File: src/rtl/derivative_filter.sv
// ---------------------------------------------------------------------------
// derivative_filter
//
// Lagged-difference derivative stage for the PID datapath. It sits between
// the error subtractor and the Kd gain multiplier.
//
// Signed error samples are accepted on err_valid and kept in a DEPTH-entry
// history. Once the history is full ("primed"), each accepted sample produces
// the result err[n] - err[n-DEPTH], saturated to OUT_WIDTH bits and presented
// two cycles after the sample was accepted.
//
// Optional feature (compile-time macro DERIV_LPF_EN):
//   When this macro is defined, a first-order low-pass filter with
//   coefficient 2^-LPF_SHIFT is applied to the difference before saturation.
//   When it is undefined, no filter state exists and LPF_SHIFT has no effect
//   on the result.
//
// Handshake: deriv_valid is a one-cycle strobe with no ready signal. The
// consumer must take every strobe. deriv_out and deriv_sat change only
// together with a strobe, or when they are zeroed by clear or reset.
//
// Parameters:
//   ADC_WIDTH  error sample width, two's complement
//   OUT_WIDTH  derivative output width, 2..ADC_WIDTH+4
//   DEPTH      lag in samples, 1..16
//   LPF_SHIFT  filter coefficient exponent, 1..6 (filter build only)
//
// Ports:
//   clk          system clock
//   n_rst        asynchronous active-low reset; all state and outputs go to 0
//   clear        synchronous flush; takes priority over err_valid
//   err_valid    err_in carries a new sample this cycle
//   err_in       signed error sample
//   primed       history holds DEPTH samples
//   deriv_valid  one-cycle strobe; deriv_out/deriv_sat are new
//   deriv_out    signed derivative, held between strobes
//   deriv_sat    deriv_out was clamped; held with deriv_out
// ---------------------------------------------------------------------------
module derivative_filter #(
    parameter int ADC_WIDTH = 8,
    parameter int OUT_WIDTH = 10,
    parameter int DEPTH     = 4,
    parameter int LPF_SHIFT = 2
) (
    input  logic                        clk,
    input  logic                        n_rst,
    input  logic                        clear,
    input  logic                        err_valid,
    input  logic signed [ADC_WIDTH-1:0] err_in,
    output logic                        primed,
    output logic                        deriv_valid,
    output logic signed [OUT_WIDTH-1:0] deriv_out,
    output logic                        deriv_sat
);

    // Exact difference of two ADC_WIDTH samples needs one extra bit.
    localparam int DIFF_W = ADC_WIDTH + 1;
    localparam int CNT_W  = $clog2(DEPTH + 1);
    // The saturation compare is done in a width wide enough for both the
    // raw difference and the filter accumulator, and for any legal OUT_WIDTH.
    localparam int SAT_W  = ADC_WIDTH + LPF_SHIFT + 6;

    localparam logic [CNT_W-1:0] CNT_FULL = CNT_W'(DEPTH);

    localparam logic signed [SAT_W-1:0] SAT_MAX =
        {{(SAT_W-OUT_WIDTH+1){1'b0}}, {(OUT_WIDTH-1){1'b1}}};
    localparam logic signed [SAT_W-1:0] SAT_MIN =
        {{(SAT_W-OUT_WIDTH+1){1'b1}}, {(OUT_WIDTH-1){1'b0}}};

    localparam logic signed [OUT_WIDTH-1:0] OUT_MAX = {1'b0, {(OUT_WIDTH-1){1'b1}}};
    localparam logic signed [OUT_WIDTH-1:0] OUT_MIN = {1'b1, {(OUT_WIDTH-1){1'b0}}};

    // -----------------------------------------------------------------------
    // Sample history and fill counter
    // -----------------------------------------------------------------------
    logic signed [ADC_WIDTH-1:0] hist_q [DEPTH];
    logic [CNT_W-1:0]            count_q;
    logic [CNT_W-1:0]            count_d;
    logic                        accept;

    // clear drops a coincident sample.
    assign accept = err_valid && !clear;
    assign primed = (count_q == CNT_FULL);

    // hist_q[0] holds the newest sample and hist_q[DEPTH-1] the oldest.
    always_ff @(posedge clk or negedge n_rst) begin
        if (!n_rst) begin
            for (int i = 0; i < DEPTH; i++) begin
                hist_q[i] <= '0;
            end
        end else if (clear) begin
            for (int i = 0; i < DEPTH; i++) begin
                hist_q[i] <= '0;
            end
        end else if (err_valid) begin
            hist_q[0] <= err_in;
            for (int i = 1; i < DEPTH; i++) begin
                hist_q[i] <= hist_q[i-1];
            end
        end
    end

    // The counter saturates at DEPTH; primed stays high until clear or reset.
    always_comb begin
        count_d = count_q;
        if (clear) begin
            count_d = '0;
        end else if (err_valid && !primed) begin
            count_d = count_q + CNT_W'(1);
        end
    end

    always_ff @(posedge clk or negedge n_rst) begin
        if (!n_rst) begin
            count_q <= '0;
        end else begin
            count_q <= count_d;
        end
    end

    // -----------------------------------------------------------------------
    // Stage 1: exact lagged difference
    // -----------------------------------------------------------------------
    logic signed [DIFF_W-1:0] diff_d;
    logic signed [DIFF_W-1:0] diff_q;
    logic                     s1_valid_q;

    // Both operands are sign-extended first, so the difference cannot wrap.
    assign diff_d = DIFF_W'(err_in) - DIFF_W'(hist_q[DEPTH-1]);

    always_ff @(posedge clk or negedge n_rst) begin
        if (!n_rst) begin
            s1_valid_q <= 1'b0;
            diff_q     <= '0;
        end else if (clear) begin
            s1_valid_q <= 1'b0;
            diff_q     <= '0;
        end else begin
            // Samples that arrive before the history is full are stored
            // but produce no result.
            s1_valid_q <= accept && primed;
            if (accept && primed) begin
                diff_q <= diff_d;
            end
        end
    end

    // -----------------------------------------------------------------------
    // Stage 2: optional low-pass filter, then saturation
    // -----------------------------------------------------------------------
    logic signed [SAT_W-1:0] stage_val;

`ifdef DERIV_LPF_EN
    localparam int ACC_W = DIFF_W + LPF_SHIFT;

    logic signed [ACC_W-1:0] acc_q;
    logic signed [ACC_W-1:0] acc_d;
    logic signed [ACC_W-1:0] acc_ext;
    logic signed [ACC_W-1:0] filt;
    logic                    lpf_init_q;

    assign acc_ext = ACC_W'(diff_q);

    // The first difference after priming, clear or reset preloads the
    // accumulator. That makes the first filtered output equal to the
    // difference itself instead of ramping up from zero. Later differences
    // use a leaky integrator: acc += diff - acc/2^LPF_SHIFT. With a bounded
    // input, this keeps |acc| within ACC_W bits.
    always_comb begin
        acc_d = acc_q;
        if (!lpf_init_q) begin
            acc_d = acc_ext <<< LPF_SHIFT;
        end else begin
            acc_d = acc_q + acc_ext - (acc_q >>> LPF_SHIFT);
        end
    end

    assign filt      = acc_d >>> LPF_SHIFT;
    assign stage_val = SAT_W'(filt);

    always_ff @(posedge clk or negedge n_rst) begin
        if (!n_rst) begin
            acc_q      <= '0;
            lpf_init_q <= 1'b0;
        end else if (clear) begin
            acc_q      <= '0;
            lpf_init_q <= 1'b0;
        end else if (s1_valid_q) begin
            acc_q      <= acc_d;
            lpf_init_q <= 1'b1;
        end
    end
`else
    assign stage_val = SAT_W'(diff_q);
`endif

    logic signed [OUT_WIDTH-1:0] out_d;
    logic                        sat_d;

    always_comb begin
        out_d = stage_val[OUT_WIDTH-1:0];
        sat_d = 1'b0;
        if (stage_val > SAT_MAX) begin
            out_d = OUT_MAX;
            sat_d = 1'b1;
        end else if (stage_val < SAT_MIN) begin
            out_d = OUT_MIN;
            sat_d = 1'b1;
        end
    end

    logic                        deriv_valid_q;
    logic signed [OUT_WIDTH-1:0] deriv_out_q;
    logic                        deriv_sat_q;

    always_ff @(posedge clk or negedge n_rst) begin
        if (!n_rst) begin
            deriv_valid_q <= 1'b0;
            deriv_out_q   <= '0;
            deriv_sat_q   <= 1'b0;
        end else if (clear) begin
            deriv_valid_q <= 1'b0;
            deriv_out_q   <= '0;
            deriv_sat_q   <= 1'b0;
        end else begin
            deriv_valid_q <= s1_valid_q;
            if (s1_valid_q) begin
                deriv_out_q <= out_d;
                deriv_sat_q <= sat_d;
            end
        end
    end

    assign deriv_valid = deriv_valid_q;
    assign deriv_out   = deriv_out_q;
    assign deriv_sat   = deriv_sat_q;

endmodule

File: config.mk
export PLATFORM = sky130hd
export DESIGN_NAME = derivative_filter
export DESIGN_NICKNAME = d
export VERILOG_FILES = /design/src/rtl/derivative_filter.sv
export SDC_FILE = /design/constraint.sdc
export NUM_CORES = 1
export LEC_CHECK = 0
export BUFFER_PORTS_ARGS = -buffer_cell sky130_fd_sc_hd__buf_2
export CAP_MARGIN = 30
export CORE_UTILIZATION = 52
export DETAILED_ROUTE_END_ITERATION = 6
export PLACE_DENSITY = 0.82
export SYNTH_ARGS = -nofsm -noshare
export SYNTH_HDL_FRONTEND = slang
export SYNTH_SLANG_ARGS = --single-unit
File: constraint.sdc
create_clock -name clk -period 2.17 [get_ports clk]
set_clock_uncertainty 0.2 [all_clocks]
set_input_delay 0.5425 -clock clk [delete_from_list [all_inputs] [get_ports clk]]
set_output_delay 0.5425 -clock clk [all_outputs]
set_load 0.01 [all_outputs]
Word level (Yosys, flattened, before mapping)
Index checks and enable logic that the tools add are counted.
{ "classes": {"addsub": 2, "magnitude_cmp": 2, "eq_ne": 1, "n_mux": 16, "reduce_logical": 9} }
{ "op_table": {"columns": ["cell", "n"], "rows": [
  ["$mux W32", 2],
  ["$mux W10", 4],
  ["$mux W9", 2],
  ["$gt A9 B10 Y1 const B", 1],
  ["$lt A9 B10 Y1 const B", 1],
  ["$sub A8 B8 Y9", 1],
  ["$reduce_bool A2 Y1", 4],
  ["$mux W1", 6],
  ["$mux W3", 2],
  ["$add A3 B1 Y3 const B", 1],
  ["$eq A3 B3 Y1 const B", 1],
  ["$logic_and A1 B1 Y1", 3],
  ["$logic_not A1 Y1", 2]
]} }
{ "totals": {"ff_bits": 57, "input_bits": 12, "out_inout_bits": 13, "word_cells": 40} }

Depth between registers and ports, before layout
{ "depth": {"depth_word": 5, "mapped_depth": 9, "mapped_depth_nobuf": 9} }

Worst setup path after synthesis
No wires, ideal clock.
{ "synth_timing": {"path_kind": "input -> register", "startpoint": "in err_in[0]", "endpoint": "reg diff_q[6]", "setup_time_ns": 0.131, "arrival_time_ns": 2.044, "t_required_ns": 1.839, "path_slack_ns": -0.205, "path_stages": 9, "n_path_buf": 0, "path_cell_list": "inv_1 > ha_1 > inv_1 > fa_1 > a21o_1 > a311o_1 > a21oi_2 > xor2_1 > o21ai_1"} }
{ "synth_via": {"elab_chain_cells": 3} }
{ "synth_rtl": {"columns": ["element", "line_no", "text"], "rows": [
  ["from (decl)", "49", "input logic signed [ADC_WIDTH-1:0] err_in,"],
  ["$sub A8 B8 Y9", "129", "assign diff_d = DIFF_W'(err_in) - DIFF_W'(hist_q[DEPTH-1]);"],
  ["$mux W9", "142", "if (accept && primed) begin"],
  ["$mux W9", "135", "end else if (clear) begin"],
  ["to (signal assigned)", "143", "diff_q <= diff_d;"],
  ["to (decl)", "125", "logic signed [DIFF_W-1:0] diff_q;"]
]} }
Every way passes these cells. The select of a mux whose other input is x is not followed.
A chain may end at the register's enable or synchronous reset.

Worst setup path in the final report
Ends and elaborated chain as after synthesis.

==> run_results.csv <==
group,metric,value,unit
logic_synthesis,synth_compound_area_share,5.35,%
logic_synthesis,ys_seq_area_share,54.0,%
setup_path,crit_fanout,2,
layout,antenna_cells,0,
sta,setup_viol,0,
clock_tree,ctsHoldBuffers,0,
logic_synthesis,syn_inst,237,
die,fp.dieW,72.6,um
logic_synthesis,yosysWarnings,0,
logic_synthesis,yosys.area_share.simple,13.0,%
pwr,leakagePower,1.48,nW
clock_tree,clock_path_buffers,2,
place,place_hpwl,2750,um
setup_path,regToRegSetupSlack,0.04,ns
setup_path,critPathCaptureType,"register",
clock_tree,clock_sinks,56,
sta,max_freq,0.463,GHz
logic_synthesis,synth-xor-area-share,1.69,%
sta,finalCritPeriodShare,99.6,%
sta,worstMarginPinSlew,0.526,ns
routing,drt_iter0_drc,98,
clock_tree,htreeDepth,2,
clock_tree,cts_resized,0,
sta,rsz0062_at_grt,"true",
routing,route.detailed.drc,0,
sta,fin_crit,2.16,ns
sta,relSlewSlack,64.9,%
setup_path,reg2regPathDepth,8,
routing,wire_per_inst,12.6,um
place,place.gp.congestion,0.721,
layout,fin_area,2970,sq um
logic_synthesis,avgSynthCellArea,10.9,sq um
place,port_buffers,24,
global_routing,grt_max_degree,57,
clock_tree,clockRootBuffer,"clkbuf_8",
clock_tree,insertion_delay,0.31,ns
global_routing,antenna_found_initial,0,
routing,via_per_inst,5.05,
place,place_area,2870,sq um
setup_path,path_class,"input pin to register",
flow_run,cap_viol_max_count,0,
clock_tree,cts_made_buffers,5,
setup_path,r2r-start,"hist_q[0]",
layout,fin_nets,287,
setup_path,crit_required,2.18,ns
die,start_util,54.6,%
die,die_y,72.6,um
clock_tree,post_cts_buffers,0,
setup_path,crit_path_end,"diff_q[6]",
logic_synthesis,synthMuxAreaShare,16.2,%
routing,drtPass1Iterations,4,
hold_path,hp-class,"input pin to asynchronous set/reset pin",
pwr,powerDensity,622,nW/um^2
sta,final_max_slew_viol_count,0,
sta,setup_tns,0,ns
setup_path,crit_arrival,2.17,ns
logic_synthesis,synth_adder_area_share,5.59,%
outcome,status,"finished, final reports clean",
sta,hold_viol,0,
layout,finalNonFillerCells,332,
clock_tree,cts_tree,"built",
logic_synthesis,syn_nets,260,
routing,vias,1677,
die,pin_count,25,
global_routing,grt_pass1_vias,1586,
die,core-area,4750,sq um
global_routing,grt.total_usage,18.1,%
global_routing,grt_pass1_wl,7350,um
clock_tree,clk_pin_slew_worst_paths,0.10,ns
setup_path,critPathLaunch,"err_in[0]",
sta,fin_hold_ws,0.00893,ns
setup_path,rr_endpoint,"diff_q[6]",
routing,ant_nets,0,
layout,area_growth,14.3,%
logic_synthesis,synth_cell_types,31,
layout,drive_above_1_share,17.7,%
logic_synthesis,synth-seq-cells,56,
place,placed_cells,323,
pwr,ir_drop,0.327,mV
die,rows,25,
global_routing,grt_overflow,0,
logic_synthesis,synth_top_family_by_area,"multiplexers",
logic_synthesis,syn_area,2590,sq um
setup_path,critPathLaunchType,"input pin",
routing,wl,4170,um
die,dieArea,5280,sq um
pwr,fin_total_pwr,1.84,mW
kinds of logic after synthesis:
kind of cell | after synthesis
simple gates | 74
flops | 56
mux | 42
buf+inv | 26
compound gates | 23
fa+ha+maj | 11
xor+xnor | 5
layout by cell type (no fill, tap or decap), types with 2 or more instances in the layout:
cell type	instances
clkinvlp_4	2
o21ai_0	6
mux2i_1	41
clkbuf_8	5
nand2_1	8
nor2_1	48
buf_2	24
nand2b_1	2
xor2_1	3
o21ai_1	3
ha_1	9
o31ai_1	2
inv_1	11
buf_4	6
o21a_1	2
buf_12	3
nor3_1	2
a21oi_1	6
xnor2_1	2
nand3b_1	8
dfrtp_1	56
report_power, final:
part | total [mW] | switching, mW | internal [mW]
Combinational | 0.193 | 0.110 | 0.0828
Clock | 0.575 | 0.346 | 0.229
Sequential | 1.08 | 0.0123 | 1.06
Total | 1.84 | 0.468 | 1.38
cells in the mapped netlist, drive strengths merged:
| cell type | count | area, sq um |
|---|---|---|
| a211oi | 1 | 7.51 |
| ha | 10 | 125 |
| xor2 | 3 | 26.3 |
| nand4b | 1 | 8.76 |
| nand2b | 2 | 12.5 |
| nor3 | 2 | 10.0 |
| and2 | 1 | 6.26 |
| a21oi | 7 | 38.8 |
| xnor2 | 2 | 17.5 |
| fa | 1 | 20.0 |
| inv | 13 | 48.8 |
| nor2b | 1 | 6.26 |
| o21ai | 9 | 45.0 |
| o21a | 2 | 15.0 |
| a311o | 1 | 10.0 |
| o31ai | 2 | 15.0 |
| dfrtp | 56 | 1400 |
| buf | 6 | 32.5 |
| nand3 | 1 | 5.00 |
| a21o | 1 | 7.51 |
| nor2 | 48 | 180 |
| nand2 | 8 | 30.0 |
| mux2i | 41 | 410 |
| and4b | 1 | 10.0 |
| clkbuf | 7 | 26.3 |
| nand3b | 8 | 60.1 |
| nor3b | 1 | 7.51 |
| mux2 | 1 | 11.3 |
area by class of cell:
class | instances | area, sq um
repair buffers | 33 | 225
clock inverters | 3 | 23.8
fillers | 405 | 1790
inverters | 13 | 61.3
multi-input cells | 155 | 1100
clock buffers | 5 | 68.8
flip-flops and latches | 56 | 1400
well taps | 67 | 83.8
per-layer routing:
| metal | global-route usage [%] | part of all wire, % | vias to the layer above |
|---|---|---|---|
| met1 | 25.8 | 51 | 796 |
| met4 | 6.10 | 1.7 | 0 |
| li1 | - | - | 844 |
| met2 | 26.9 | 44 | 29 |
| met3 | 4.97 | 3.5 | 8 |
| met5 | 0 | 0 | - |
metrics by stage:
| stage | util (%) | worst slack [ns] |
|---|---|---|
| floorplan | - | -0.0589 |
| global placement | 60.3 | -0.276 |
| detailed placement | 60.3 | -0.309 |
| CTS | 62.2 | 0.00383 |
| global route | 62.4 | -0.0437 |
| finish | 62.4 | 0.00947 |
state kept, by name, indices dropped and copies added (netlist names):
signal / flops
count_q: 3
deriv_valid: 1
diff_q: 9
hist_q: 32
deriv_out: 9
s1_valid_q: 1
deriv_sat: 1
worst min-delay path by stage:
stage | start | endpoint | cells past startpoint
6_report | n_rst | count_q[0] | 2
3_5_place_dp | diff_q[7] | diff_q[7] | 2
2_1_floorplan | n_rst | count_q[0] | 0
3_3_place_gp | hist_q[31] | hist_q[23] | 2
4_1_cts | n_rst | deriv_sat | 2
5_1_grt | n_rst | count_q[0] | 2
critical path, stage by stage:
cell	delay, ns
buf_2	0.15
inv_12	0.06
ha_4	0.12
inv_2	0.03
fa_2	0.32
a21o_1	0.18
a311o_1	0.35
a21oi_2	0.19
xor2_1	0.15
o21ai_1	0.07
Note: power is estimated with default switching activity, not from simulation.
